**src/rtl/dpram_pkg.sv**
```systemverilog
// Constants shared between the DPRAM and its read-side stream engine.
package dpram_pkg;

  localparam int DPRAM_DATA_WIDTH = 8;
  localparam int DPRAM_ADDR_WIDTH = 10;

  typedef enum logic [1:0] {
    ST_IDLE  = 2'd0,
    ST_FETCH = 2'd1,
    ST_DRAIN = 2'd2
  } rd_state_t;

endpackage

```
**src/rtl/stream_fifo2.sv**
```systemverilog
// Two-entry register FIFO whose head register drives the output stream directly.
// Latency: push visible on o_m_valid next cycle; pop frees a slot the same edge.
module stream_fifo2 #(
  parameter int DATA_WIDTH = 8
) (
  input  logic                  clk,
  input  logic                  rst_n,
  input  logic                  i_push,
  input  logic [DATA_WIDTH-1:0] i_push_data,
  input  logic                  i_pop,
  output logic [1:0]            o_occ,
  output logic [DATA_WIDTH-1:0] o_m_data,
  output logic                  o_m_valid
);

  logic [DATA_WIDTH-1:0] r_head;
  logic [DATA_WIDTH-1:0] r_tail;
  logic [1:0]            r_occ;
  logic                  r_valid;

  always_ff @(posedge clk or negedge rst_n) begin
    if (!rst_n) begin
      r_head  <= '0;
      r_tail  <= '0;
      r_occ   <= 2'd0;
      r_valid <= 1'b0;
    end else begin
      case (r_occ)
        2'd0: begin
          if (i_push) begin
            r_head  <= i_push_data;
            r_occ   <= 2'd1;
            r_valid <= 1'b1;
          end
        end
        2'd1: begin
          if (i_push && i_pop) begin
            r_head <= i_push_data;
          end else if (i_push) begin
            r_tail <= i_push_data;
            r_occ  <= 2'd2;
          end else if (i_pop) begin
            r_occ   <= 2'd0;
            r_valid <= 1'b0;
          end
        end
        default: begin
          // Full: the tail shifts into the head on every pop.
          if (i_pop) begin
            r_head <= r_tail;
            if (i_push) begin
              r_tail <= i_push_data;
            end else begin
              r_occ <= 2'd1;
            end
          end
        end
      endcase
    end
  end

  assign o_occ     = r_occ;
  assign o_m_data  = r_head;
  assign o_m_valid = r_valid;

endmodule

```
**src/rtl/dpram_stream_reader.sv**
```systemverilog
// Streams a block of consecutive DPRAM words out over valid/ready.
// First beat three cycles after start; reads are throttled so the 2-entry buffer never overflows.
module dpram_stream_reader
  import dpram_pkg::*;
#(
  parameter int DATA_WIDTH = DPRAM_DATA_WIDTH,
  parameter int ADDR_WIDTH = DPRAM_ADDR_WIDTH
) (
  input  logic                  clk,
  input  logic                  rst_n,
  input  logic                  start,
  input  logic [ADDR_WIDTH-1:0] base_addr,
  input  logic [ADDR_WIDTH:0]   length,
  output logic                  busy,
  output logic                  done,
  output logic [ADDR_WIDTH-1:0] rd_add,
  input  logic [DATA_WIDTH-1:0] ram_q,
  output logic [DATA_WIDTH-1:0] m_data,
  output logic                  m_valid,
  input  logic                  m_ready
);

  rd_state_t             r_state;
  logic [ADDR_WIDTH-1:0] r_rd_add;
  logic [ADDR_WIDTH:0]   r_remaining;
  logic                  r_pending;
  logic                  r_busy;
  logic                  r_done;

  logic [1:0]            w_occ;
  logic [2:0]            w_fill;
  logic                  w_pop;
  logic                  w_issue;
  logic                  w_drained;

  assign w_pop  = m_valid & m_ready;
  assign w_fill = {1'b0, w_occ} + {2'b00, r_pending};

  // A read may go out only if its data is guaranteed a buffer slot when it lands.
  assign w_issue = (r_state == ST_FETCH) && (r_remaining != '0) &&
                   (w_fill < (3'd2 + {2'b00, w_pop}));

  assign w_drained = !r_pending &&
                     ((w_occ == 2'd0) || ((w_occ == 2'd1) && w_pop));

  always_ff @(posedge clk or negedge rst_n) begin
    if (!rst_n) begin
      r_state     <= ST_IDLE;
      r_rd_add    <= '0;
      r_remaining <= '0;
      r_pending   <= 1'b0;
      r_busy      <= 1'b0;
      r_done      <= 1'b0;
    end else begin
      r_done    <= 1'b0;
      r_pending <= w_issue;
      case (r_state)
        ST_IDLE: begin
          if (start) begin
            if (length != '0) begin
              r_state     <= ST_FETCH;
              r_rd_add    <= base_addr;
              r_remaining <= length;
              r_busy      <= 1'b1;
            end else begin
              r_done <= 1'b1;
            end
          end
        end
        ST_FETCH: begin
          if (w_issue) begin
            r_rd_add    <= r_rd_add + ADDR_WIDTH'(1);
            r_remaining <= r_remaining - (ADDR_WIDTH + 1)'(1);
            if (r_remaining == (ADDR_WIDTH + 1)'(1)) begin
              r_state <= ST_DRAIN;
            end
          end
        end
        ST_DRAIN: begin
          if (w_drained) begin
            r_state <= ST_IDLE;
            r_busy  <= 1'b0;
            r_done  <= 1'b1;
          end
        end
        default: r_state <= ST_IDLE;
      endcase
    end
  end

  stream_fifo2 #(
    .DATA_WIDTH(DATA_WIDTH)
  ) u_fifo (
    .clk        (clk),
    .rst_n      (rst_n),
    .i_push     (r_pending),
    .i_push_data(ram_q),
    .i_pop      (w_pop),
    .o_occ      (w_occ),
    .o_m_data   (m_data),
    .o_m_valid  (m_valid)
  );

  assign busy   = r_busy;
  assign done   = r_done;
  assign rd_add = r_rd_add;

endmodule

```
**config.mk**
```make
export PLATFORM = sky130hd
export DESIGN_NAME = dpram_stream_reader
export DESIGN_NICKNAME = d
export VERILOG_FILES = /design/src/rtl/dpram_pkg.sv /design/src/rtl/stream_fifo2.sv /design/src/rtl/dpram_stream_reader.sv
export SDC_FILE = /design/constraint.sdc
export NUM_CORES = 1
export LEC_CHECK = 0
export CAP_MARGIN = 30
export CORE_MARGIN = 1.5
export CORE_UTILIZATION = 40
export DETAILED_ROUTE_END_ITERATION = 12
export SLEW_MARGIN = 25
export SYNTH_ARGS = -nofsm -noshare
export SYNTH_HDL_FRONTEND = slang
export SYNTH_HIERARCHICAL = 1
export SYNTH_SLANG_ARGS = --single-unit
```
**constraint.sdc**
```tcl
create_clock -name clk -period 2.4 [get_ports clk]
set_clock_uncertainty 0.1 [all_clocks]
set_input_delay 0.72 -clock clk [delete_from_list [all_inputs] [get_ports clk]]
set_output_delay 0.72 -clock clk [all_outputs]
set_load 0.1 [all_outputs]
```
---- Word level (Yosys, flattened, before mapping) ----
Index checks and enable logic that the tools add are counted.
storage, ports and cells
  register bits after elaboration ......... 45
  logic and storage cells ................. 98
  output and inout port bits .............. 21
operators by class
  bitwise logic cells ..................... 2
  order comparisons ....................... 1
  equal/unequal tests ..................... 16
  muxes and demuxes ....................... 42
  add/subtract/negate cells ............... 4
  reduce and logical (&&, ||, !) cells .... 23
operators by type and width
  cell                                                                     count
  8-bit 2-to-1 mux                                                         6
  11-bit 2-to-1 mux                                                        3
  8-bit case mux with 2 select lines                                       2
  10-bit 2-to-1 mux                                                        3
  2-bit 2-to-1 mux                                                         11
  11-bit case mux with 2 select lines                                      1
  11-bit nonzero test                                                      2
  10-bit case mux with 2 select lines                                      1
  5-bit AND reduction                                                      3
  2-bit != test (second input constant)                                    7
  11-bit by 1-bit equality test with 1-bit output (second input constant)  1
  11-bit by 1-bit subtractor with 11-bit output (second input constant)    1
  10-bit by 1-bit adder with 10-bit output (second input constant)         1
  1-bit 2-to-1 mux                                                         10
  4-bit AND reduction                                                      2
  2-bit nonzero test                                                       4
  2-bit by 1-bit != test with 1-bit output (second input constant)         3
  1-bit case mux with 2 select lines                                       3
  2-bit case mux with 3 select lines                                       1
  3-bit AND reduction                                                      2
  1-bit logical AND                                                        5
  2-bit by 1-bit equality test with 1-bit output (second input constant)   2
  2-bit zero test                                                          2
  2-bit case mux with 2 select lines                                       1
  11 further kinds                                                         11

---- Depth between registers and ports, before layout ----
Gate-level depths: netlist (run 1).
  depth after elaboration ................. 6
  mapped depth ............................ 8
  gate-level depth less buffers ........... 6

---- By module ----
Netlist (run 1), hierarchy kept.
by module, submodules not included
  module               times used  area an instance (um2)  seq. area each (um2)  cells each
  dpram_stream_reader  1           1730.4                  650.6                 180
  stream_fifo2         1           1111.1                  475.5                 100

---- Worst setup path after synthesis (run 1) ----
OpenSTA, ideal clock, no wires.
  path type ............................... reg2reg
  from .................................... register u_fifo.r_valid, in the netlist u_fifo/o_m_valid
  to ...................................... register r_remaining[2]
  period minus slack after synthesis ...... 2520 ps
  arrival ................................. 2295 ps
  library setup time ...................... 125 ps
  required time ........................... 2175 ps
  stages on the path, launching flop included .. 7
  slack ................................... -120 ps
  path through ............................ dfrtp_1 > nand3b_1 > a211oi_4 > a21oi_4 > nor2_8 > buf_6 > mux2_4
on the way
  word-level cells in the longest chain between the ends .. 6
ends and longest elaborated chain
  item                                    RTL line                   source
  start: declaration                      stream_fifo2.sv:19         logic r_valid;
  start signal: assignment                stream_fifo2.sv:26         r_valid <= 1'b0;
  start signal: assignment                stream_fifo2.sv:33         r_valid <= 1'b1;
  start signal: assignment                stream_fifo2.sv:44         r_valid <= 1'b0;
  1-bit AND                               dpram_stream_reader.sv:36  assign w_pop = m_valid & m_ready;
  2-bit by 1-bit adder with 3-bit output  dpram_stream_reader.sv:41  (w_fill < (3'd2 + {2'b00, w_pop}));
  3-bit < comparator                      dpram_stream_reader.sv:41
  1-bit logical AND                       dpram_stream_reader.sv:40  assign w_issue = (r_state == ST_FETCH) && (r_remaining != '0) &&
  2-bit != test (no source line)          n/a
  4-bit AND reduction (no source line)    n/a
  end signal: assignment                  dpram_stream_reader.sv:63  r_remaining <= length;
  end signal: assignment                  dpram_stream_reader.sv:73  r_remaining <= r_remaining - (ADDR_WIDTH + 1)'(1);
  end: declaration                        dpram_stream_reader.sv:25  logic [ADDR_WIDTH:0] r_remaining;
Every way passes these cells.
A chain may end at the register's enable or synchronous reset.

---- Worst setup path after layout (run 1) ----
  from .................................... input port length[4]
  to ...................................... register r_remaining[2]
on the way
  word-level cells in the longest chain between the ends .. 3
ends and longest elaborated chain
  item                                  RTL line                   source
  start: declaration                    dpram_stream_reader.sv:13  input logic [ADDR_WIDTH:0] length,
  11-bit nonzero test                   dpram_stream_reader.sv:60  if (length != '0) begin
  2-bit != test (no source line)        n/a
  4-bit AND reduction (no source line)  n/a
Every way passes these cells.

==> results.md, run 1 <==
- CP arrival: 2.46 ns
- Pint: approximately 2400 uW
- Global-route wire length before repair: roughly 11 mm
- TritonCTS buffer count: 5
- Largest family of logic cells by synthesized area: simple AND/OR/NAND/NOR gates
- Die width: 87.3 um
- Detailed placement HPWL: 4.82 mm
- Synth Area in Compound Gates: around 18%
- CTS clk-pin slew, worst paths: about 0.09 ns
- Reg power frac: 27.4%
- Antenna cells: 0
- GRT overflow: 0
- FP Rows: 30
- Critical register-to-register path startpoint: r_pending
- Final net count: slightly below 400
- Root Buffer: clkbuf_8
- Post-synth EDFFs: 0
- Syn_nets: roughly 320
- Share of layout cells above drive strength 1: between 20% and 30%
- Final hold violations: 0
- Period utilization: a little over nine tenths
- Max-cap violation count: 0
- Cells on worst reg2reg path: 7
- DR DRC count: 0
- CP Launch Point: length[4]
- Vias in the first global route: between 2000 and 2500
- Worst-path maximum fanout: 7
- LEAKAGE: 0.00167 uW
- Slew headroom: around two thirds
- GRT met1 Usage: between 20% and 30%
- Fin. max-slew vios: 0
- CTS max path bufs: 2
- Crit path launch type: primary input
- Unique masters post-synth: 55
- Initial DRC count: 74
- Worst vdd ir: about 0.71 mV
- Ys flop type: dfrtp_1
- Most area-hungry cell type in the Yosys netlist: dfrtp_1
- Worst R2R End: r_remaining[2]
- Seq cells post-synth: between 40 and 50
- Clock power frac: under 10%
- Vias: approximately 2400
- Worst path buffer plus inverter count: 2
- Die H: ~87 um
- Input/output buffers: 53
- Largest net degree at the start of global routing: 26
- CTS sink cnt: between 40 and 50
- Die ar.: ~7600 um^2
- Antenna viol nets, final: 0
- Switching pwr: 2610 uW
- Critical Path End Type: register
- WL final: a little under 7 mm
- Worst-margin pin slew: between 0.5 and 0.6 ns
- Gp weighted congestion: 0.806
- M3 GR Usage: about 3.1%
- Core area: a little under 7000 um^2
- Main area contributors after synthesis: dfrtp_1 (40%), mux2_4 (5.8%), mux2_2 (3.2%)
- Gr usage total: 18.6%
- TritonCTS clock tree: built
- Area taken by flip-flops and latches: ~1100 um^2
- Initial Util: between 40% and 50%
- Initial antenna violation count: 0
- Drt pass-1 iters: 5
- Area grow syn2layout: 34.3%
- Mean Syn Cell Area: roughly 10 um^2
- Fillers: 618
- H-Tree Depth: 2
- Mux share of post-synthesis cell area: 13.5%
- Max Freq: between 400 and 500 MHz
- GRT busiest layer: met2
- Register area share after synthesis: 39.6%
- Post-Synth Simple-Gate Area: 18.5%
- CP max stage delay: roughly 0.53 ns
- Syn Inst Count: between 200 and 300
- Top-count cell post-synth: dfrtp_1
- Synth Area in XOR/XNOR: under 10%
- Syn. warnings: 6
- Cts hold-fix bufs: 0
- Post-synth ARST share: between 90% and 100%
- Crit path kind: in -> reg
- GR Layer Usage met2: just over 30%
- Req. time, crit path: between 2 and 2.5 ns
- Slowest cell on crit path: clkdlybuf4s50_1
- Clock latency at the later pin of the worst-skew pair: 0.30 ns
- Internal reg-to-reg setup slack: ~0.11 ns
- Yosys top cell area share: approximately two fifths
- Post-synth top cells: dfrtp_1 (45), nand2_1 (20), a21oi_1 (14), o21ai_0 (14), nor2_1 (13)
- Endpoints failing setup: 0
- Top delay family on crit path: buffers and inverters
- Final hold slack: between 0.2 and 0.3 ns
- Total negative slack: 0 ns
- Cell-by-cell trace of the critical path: clkdlybuf4s50_1 > nor4_4 > a311oi_2 > a21oi_4 > buf_12 > nor2_4 > mux2_4
- Mapped Area: about 2800 um^2
- Area of the multi-input gates: ~1600 um^2
- I/O pin cnt: 54
- Fin crit period: ~2.4 ns
- Power per cell area: ~1300 nW/um^2
- Switching portion of total power: between 50% and 60%
- Worst Hold Class: in -> async
- Drt wl/cell: approximately 15 um
- DR vias/cell: between 5 and 6
- Outcome: finished, final reports clean
- Comb pwr share: 63.2%
- Synth Area in Adders: between 2 and 3%
metrics by stage:
step / setup slack (ns) / cell area, um^2 / std cells / power [uW] / utilization [%]
final: 0.0250 / 3810 / 450 / 5060 / 55.8
after global placement: -0.518 / 3650 / 440 / 4470 / 53.4
after detailed placement: -0.506 / 3650 / 440 / 4500 / 53.4
after floorplan: 0.113 / 2840 / 280 / 3630 / -
after global routing: -0.00442 / 3810 / 450 / 5330 / 55.8
after CTS: 0.0227 / 3760 / 448 / 5000 / 55.0
registers in the layout (all words and copies together), names as in the netlist:
register	cells
u_fifo/o_occ	2
r_pending	1
busy	1
r_state	2
done	1
r_remaining	11
u_fifo/o_m_data	8
u_fifo/r_tail	8
u_fifo/o_m_valid	1
rd_add	10
logic make-up after synthesis:
group | count (synthesis)
compound gates | 75
xor+xnor | 10
flops | 45
simple gates | 89
buf+inv | 24
fa+ha+maj | 6
mux | 31
how the worst max path moves through the flow:
stage,end,depth (start not counted)
5_1_grt,r_remaining[3],7
6_report,r_remaining[2],7
4_1_cts,rd_add[1],7
3_3_place_gp,rd_add[1],7
3_5_place_dp,r_remaining[8],7
2_1_floorplan,r_remaining[2],6
metal layers:
metal  share of wire (%)  vias to the layer above
li1                    -                     1185
met5                   0                        -
met3                 3.8                       11
met4                 1.4                        0
met1                  46                     1152
met2                  49                       59
worst register-to-register path, cell delays in order (launching register included):
cell      delay (ns)
dfrtp_1         0.39
ha_1            0.20
ha_1            0.31
a211oi_4        0.34
a21oi_4         0.11
buf_12          0.15
nor2_4          0.24
mux2_4          0.33
cell type report:
| class | count | share of cell area, % |
|---|---|---|
| Clock inverter | 3 | 0.459 |
| Clock buffer | 5 | 1.80 |
| Tap cell | 96 | 3.15 |
| Inverter | 7 | 0.689 |
| Multi-Input combinational cell | 212 | 42.9 |
| Sequential cell | 45 | 29.6 |
| Timing Repair Buffer | 82 | 21.4 |
cells in the final DEF (no fill, tap or decap), types with 8 or more instances in the layout:
cell             Yosys  layout
o21ai_0             14      14
nand3_1              8       8
buf_12               0       9
mux2_4              11      11
o22ai_1             11      11
buf_4                2      41
dfrtp_1             45      44
a21oi_1             14      14
mux2_2               8       8
nand2_1             20      20
clkdlybuf4s50_1      0      25
nor2_1              13      13
power groups by stage:
stage	sequential [uW]	combinational, uW	clock [uW]
floorplan	2410	1210	0
global placement	1390	3070	0
detailed placement	1390	3100	0
CTS	1380	3120	497
global route	1430	3380	520
finish	1390	3200	475
repair_timing:
item,CTS,global route
setup buffers,0,1
pin swaps,0,7
gates cloned,0,1
setup endpoints to repair,20,12
resized for setup,4,7
endpoints found under the hold margin,0,0
Note: power is estimated with default switching activity, not from simulation.
==> run 2: changes to the inputs <==
- ABC_CLOCK_PERIOD_IN_PS: default -> 2400
==> results of run 2 <==
No change in the layout: final DEF, timing and power equal those of run 1.
